--- config.mk ---
export PLATFORM = sky130hd
export DESIGN_NAME = dmem_responder
export DESIGN_NICKNAME = d
export VERILOG_FILES = /design/src/rtl/dmem_responder_pkg.sv /design/src/rtl/dmem_ram.sv /design/src/rtl/dmem_responder.sv
export SDC_FILE = /design/constraint.sdc
export NUM_CORES = 2
export LEC_CHECK = 0
export BUFFER_PORTS_ARGS = -buffer_cell sky130_fd_sc_hd__buf_4
export CAP_MARGIN = 0
export CORE_MARGIN = 3
export CORE_UTILIZATION = 57
export CTS_CLUSTER_SIZE = 25
export DETAILED_ROUTE_END_ITERATION = 7
export PLACE_DENSITY = 0.73
export SYNTH_ARGS = -nofsm -noshare
export SYNTH_HDL_FRONTEND = slang
export SYNTH_SLANG_ARGS = --single-unit
--- constraint.sdc ---
create_clock -name clk -period 15 [get_ports clk]
set_input_delay 2.25 -clock clk [delete_from_list [all_inputs] [get_ports clk]]
set_output_delay 2.25 -clock clk [all_outputs]
set_load 0.005 [all_outputs]
--- src/rtl/dmem_responder_pkg.sv ---
// Shared types and constants for the data-memory responder.
package dmem_responder_pkg;

  localparam int unsigned WORD_W = 32;
  localparam int unsigned LANE_W = 8;
  localparam int unsigned LANES  = WORD_W / LANE_W;
  localparam int unsigned CNT_W  = 4;

  typedef enum logic [1:0] {
    S_IDLE = 2'b00,
    S_BUSY = 2'b01,
    S_DONE = 2'b10
  } state_e;

  typedef struct packed {
    logic              write;
    logic              is_byte;
    logic [WORD_W-1:0] addr;
    logic [WORD_W-1:0] wdata;
  } mem_req_t;

  // Zero-extended byte from little-endian lane (lane0 = bits 7:0).
  function automatic logic [WORD_W-1:0] lane_extract(input logic [WORD_W-1:0] word,
                                                     input logic [1:0]        lane);
    logic [LANE_W-1:0] b;
    case (lane)
      2'd0:    b = word[7:0];
      2'd1:    b = word[15:8];
      2'd2:    b = word[23:16];
      default: b = word[31:24];
    endcase
    return {{(WORD_W-LANE_W){1'b0}}, b};
  endfunction

endpackage

--- src/rtl/dmem_ram.sv ---
// Word array with per-byte write enables, synchronous write, asynchronous read.
module dmem_ram
  import dmem_responder_pkg::*;
#(
  parameter int unsigned DEPTH_WORDS = 64
) (
  input  logic                           clk,
  input  logic [$clog2(DEPTH_WORDS)-1:0] idx,
  input  logic [LANES-1:0]               we,
  input  logic [WORD_W-1:0]              wdata,
  output logic [WORD_W-1:0]              rdata_c
);

  logic [WORD_W-1:0] mem [DEPTH_WORDS];

  always_ff @(posedge clk) begin
    for (int i = 0; i < int'(LANES); i++) begin
      if (we[i]) mem[idx][i*LANE_W +: LANE_W] <= wdata[i*LANE_W +: LANE_W];
    end
  end

  assign rdata_c = mem[idx];

endmodule

--- src/rtl/dmem_responder.sv ---
// Memory-stage load/store responder: latches one request, waits WAIT_CYCLES,
// then commits the access and pulses MemDoneM (with MemErrM on a rejected access).
module dmem_responder
  import dmem_responder_pkg::*;
#(
  parameter int unsigned DEPTH_WORDS = 64,
  parameter int unsigned WAIT_CYCLES = 2
) (
  input  logic              clk,
  input  logic              reset,
  input  logic              MemReqM,
  input  logic              MemWriteM,
  input  logic              ByteM,
  input  logic [WORD_W-1:0] AddrM,
  input  logic [WORD_W-1:0] WriteDataM,
  output logic [WORD_W-1:0] ReadDataM,
  output logic              MemStallM,
  output logic              MemDoneM,
  output logic              MemErrM
);

  localparam int unsigned AW = $clog2(DEPTH_WORDS);
  localparam int unsigned IW = WORD_W - 2;

  state_e            state_q, state_d;
  logic [CNT_W-1:0]  cnt_q, cnt_d;
  mem_req_t          req_q, live_req, req_c;
  logic              latch_c, commit_c, err_c, we_en_c;
  logic [1:0]        lane_c;
  logic [LANES-1:0]  be_c;
  logic [WORD_W-1:0] ram_wdata_c, ram_rdata_c, load_c;

  assign live_req = '{write: MemWriteM, is_byte: ByteM, addr: AddrM, wdata: WriteDataM};

  // With no wait states the commit happens straight from IDLE, so use the live request there.
  assign req_c  = (state_q == S_IDLE) ? live_req : req_q;
  assign lane_c = req_c.addr[1:0];
  assign err_c  = (!req_c.is_byte && (lane_c != 2'b00)) ||
                  (req_c.addr[WORD_W-1:2] >= IW'(DEPTH_WORDS));

  assign we_en_c     = commit_c && req_c.write && !err_c && reset;
  assign be_c        = !we_en_c ? '0 : (req_c.is_byte ? (LANES'(1) << lane_c) : '1);
  assign ram_wdata_c = req_c.is_byte ? {LANES{req_c.wdata[LANE_W-1:0]}} : req_c.wdata;
  assign load_c      = req_c.is_byte ? lane_extract(ram_rdata_c, lane_c) : ram_rdata_c;

  assign MemStallM = reset && (((state_q == S_IDLE) && MemReqM) || (state_q == S_BUSY));

  dmem_ram #(.DEPTH_WORDS(DEPTH_WORDS)) u_ram (
    .clk     (clk),
    .idx     (req_c.addr[AW+1:2]),
    .we      (be_c),
    .wdata   (ram_wdata_c),
    .rdata_c (ram_rdata_c)
  );

  always_comb begin
    state_d  = state_q;
    cnt_d    = cnt_q;
    latch_c  = 1'b0;
    commit_c = 1'b0;
    case (state_q)
      S_IDLE: begin
        if (MemReqM) begin
          latch_c = 1'b1;
          if (WAIT_CYCLES == 0) begin
            state_d  = S_DONE;
            commit_c = 1'b1;
          end else begin
            state_d = S_BUSY;
            cnt_d   = CNT_W'(WAIT_CYCLES - 1);
          end
        end
      end
      S_BUSY: begin
        if (cnt_q == '0) begin
          state_d  = S_DONE;
          commit_c = 1'b1;
        end else begin
          cnt_d = cnt_q - CNT_W'(1);
        end
      end
      S_DONE:  state_d = S_IDLE;
      default: state_d = S_IDLE;
    endcase
  end

  always_ff @(posedge clk or negedge reset) begin
    if (!reset) begin
      state_q   <= S_IDLE;
      cnt_q     <= '0;
      req_q     <= '0;
      ReadDataM <= '0;
      MemDoneM  <= 1'b0;
      MemErrM   <= 1'b0;
    end else begin
      state_q  <= state_d;
      cnt_q    <= cnt_d;
      MemDoneM <= commit_c;
      MemErrM  <= commit_c && err_c;
      if (latch_c) req_q <= live_req;
      // Stores leave the last load result in place; rejected accesses clear it.
      if (commit_c) begin
        if (err_c)             ReadDataM <= '0;
        else if (!req_c.write) ReadDataM <= load_c;
      end
    end
  end

endmodule

==> flow_summary_export.csv <==
group,metric,value,unit
run_status,outcome,"complete, but fails checks",
run_status,violations,"design-rule violations, max-capacitance violations, max-slew violations",
final_layout,final_common_cell,"edfxtp_1",
critical_path,crit_path_max_fanout,49,
floorplan,die_area,0.1509,sq mm
sta,slew_headroom,-0.4847,%
global_routing,antenna_found_initial,12,
power_and_ir_drop,pwr-share-seq,38.7,%
clocking,ctsRootBufferMaster,"clkbuf_16",
critical_path,endpoint_kind,"flip-flop",
synth,syn-instance-count,5585,
critical_path,slowest_delay,0.85,ns
global_routing,grt_util_met1,45.56,%
drt,wire_per_inst,34.08,microns
critical_path,slowest_stage,"nor4_1",
sta,worst_slew_pin_slew,1.502,ns
synth,synthFlopType,"edfxtp_1",
drt,vias,56200,
floorplan,start_util,57.71,%
synth,avgSynthCellArea,14.93,sq um
critical_path,critPathKind,"primary input to flip-flop",
global_routing,use_met3,12.07,%
power_and_ir_drop,power_frac_comb,38.4,%
synth,syn_nets,5656,
clocking,cts_resized,0,
drt,first_iter_violations,9318,
clocking,insertion_delay,0.85,ns
worst_hold_path,hold_path.class,"flip-flop to flip-flop",
clocking,post_cts_buffers,0,
sta,fin_tns_setup,0,ns
global_routing,grt_pass1_vias,53715,
sta,slew_violations,6,
final_layout,multi_input_area,0.01805,sq mm
floorplan,rows,139,
synth,yosys.cell_types.count,88,
sta,rsz0062_at_grt,"false",
global_routing,track_usage,34.77,%
global_routing,grt_max_degree,139,
placed_design,gp_congestion,0.9345,
clocking,clock-sinks,2154,
synth,async_reset_ff_share,4.921,%
drt,first_pass_iters,8,
clocking,htreeDepth,4,
sta,finalSetupViolCount,0,
sta,fmax,0.1575,GHz
final_layout,fillers,9790,
critical_path,worstPathRequired,15.76,ns
power_and_ir_drop,internal_power,12.91,mW
critical_path,worstPathCellList,"buf_4 > and4bb_2 > nor2_4 > buf_4 > buf_4 > o22ai_1 > o21ai_0 > a31oi_1 > or4_1 > nor4_1 > o211ai_1 > o21ai_1",
power_and_ir_drop,p_sw,9.051,mW
synth,synth-edff-count,2048,
synth,netlist_area,0.08340,sq mm
floorplan,ioPinCount,104,
critical_path,critPathLaunchType,"primary input",
final_layout,mostFrequentLayoutCells,"2048 x edfxtp_1, 766 x nand2_1, 468 x o22ai_1",
critical_path,path_common_cell,"buf_4",
synth,synth-seq-cells,2154,
synth,ys_warn_count,0,
drt,drc,6,
power_and_ir_drop,peakVddDrop,0.3227,mV
drt,finalWirelength,267.2,mm
placed_design,place_ws,8.055,ns
global_routing,overflow,0,
power_and_ir_drop,switching_share,41.21,%
sta,worst_slack,8.651,ns
placed_design,place_hpwl,155.6,mm
clocking,cts_tree,"yes",
sta,finalCritPeriodShare,42.32,%
power_and_ir_drop,p_total,21.96,mW
floorplan,die_y,388.5,microns
drt,ant_nets,0,
sta,period_minus_slack,6.349,ns
placed_design,portBuffers,103,
power_and_ir_drop,p_per_area,233.5,mW/mm^2
clocking,clk_pin_slew,0.06,ns
clocking,numCtsBuffers,203,
drt,vias_per_cell,7.169,
sta,hold_violations,0,
power_and_ir_drop,clkPwrFrac,22.9,%
global_routing,grt_busiest_layer,"met2",
clocking,cts_hold_buf,0,
final_layout,syn2layout_area_growth,12.79,%
final_layout,final_core_util,65.09,%
final_layout,regArea,0.06415,sq mm
sta,skew,0.04324,ns
job,max_cap_violations,1,
final_layout,drive_gt1_share,13.44,%
global_routing,grt_util_met2,50.54,%
power_and_ir_drop,leakagePower,30.48,nW
critical_path,arrival,7.11,ns
floorplan,die_x,388.5,microns
clocking,cts.path.max_buffers,3,
synth,ys_seq_area_share,76.92,%
final_layout,fin_nets,5825,
global_routing,grt_pass1_wl,377.5,mm
floorplan,core-area,0.1445,sq mm
[per-stage QoR]
| step | cells | hold slack (ns) | instance area, sq um |
|---|---|---|---|
| finish | 7839 | 0.4712 | 94070 |
| global route | 7832 | 0.4961 | 94050 |
| CTS | 7830 | 0.4706 | 94010 |
| floorplan | 5585 | 0.4370 | 83400 |
| global placement | 7450 | 0.4528 | 87520 |
| detailed placement | 7450 | 0.4555 | 87530 |
[final cells by class]
class	instances	area share (%)
flip-flops and latches	2154	68.20
multi-input cells	3006	19.18
clock buffers	252	5.683
repair buffers	381	3.144
well taps	1903	2.531
clock inverters	128	1.210
inverters	8	0.03192
diodes	7	0.01862
[flip-flops by register name (all words and copies together), names as in the netlist]
register / cells
MemErrM: 1
req_q: 66
MemDoneM: 1
ReadDataM: 32
u_ram.mem: 2048
state_q: 2
cnt_q: 4
[power by group through the flow]
stage	clock (mW)	sequential (mW)	combinational (mW)
2_1_floorplan	0	8.63	4.27
3_3_place_gp	0	8.58	7.85
3_5_place_dp	0	8.58	8.02
4_1_cts	5.04	8.46	8.06
5_1_grt	5.28	8.49	8.57
6_report	5.04	8.49	8.43
[final timing paths]
check	start	to	slack (ns)	cells past startpoint
max	AddrM[3]	ReadDataM[0]$_DFFE_PN0P_	8.65	12
min	req_q[57]$_DFFE_PN0P_	req_q[57]$_DFFE_PN0P_	0.47	2
max reg2reg	state_q[0]$_DFFE_PN0P_	ReadDataM[2]$_DFFE_PN0P_	8.74	11
min reg2reg	req_q[57]$_DFFE_PN0P_	req_q[57]$_DFFE_PN0P_	0.47	2
max in group asynchronous	reset	ReadDataM[16]$_DFFE_PN0P_	12.20	2
min in group asynchronous	reset	req_q[7]$_DFFE_PN0P_	1.42	1
[cells by family after synthesis]
logic type,Yosys count,synth area share [%]
flops,2154,76.92
simple gates,1442,7.560
compound gates,1440,11.62
buf+inv,425,2.360
mux,121,1.497
fa+ha+maj,2,0.03000
xor+xnor,1,0.01050
[metal layers]
layer,up-vias,part of all wire (%)
met5,-,0.019
met4,10,7.1
met3,1051,16
met2,5060,43
met1,27535,34
li1,22544,-
[worst max-delay path, delay by kind of cell]
kind	cells	cell delay [ns]
buf+inv	3	1.47
compound gates	5	0.94
simple gates	4	2.37
[synth_stat cells (10+ instances only)]
library cell,count,area [sq um]
mux2_2,10,112.6
nand3_1,141,705.7
or4_1,15,112.6
a22oi_1,137,1028
dfrtp_1,106,2653
a222oi_1,20,200.2
a32oi_1,64,560.5
buf_2,187,935.9
mux2i_1,109,1091
buf_4,19,142.6
clkbuf_1,155,581.8
a31oi_1,114,713.2
o211ai_1,25,187.7
nand2_1,779,2924
o21ai_0,184,920.9
a221oi_1,53,464.2
o2111ai_1,10,87.58
a32o_1,11,110.1
o22ai_1,468,2928
buf_1,47,176.4
a21oi_1,152,760.7
o221ai_1,73,639.4
nor4_1,29,181.4
nor3_1,217,1086
o21ai_1,15,75.07
nand2b_1,12,75.07
a211oi_1,27,202.7
a22o_1,18,157.7
edfxtp_1,2048,61500
nor2_1,179,671.9
Power figures use the tool's default switching activity.
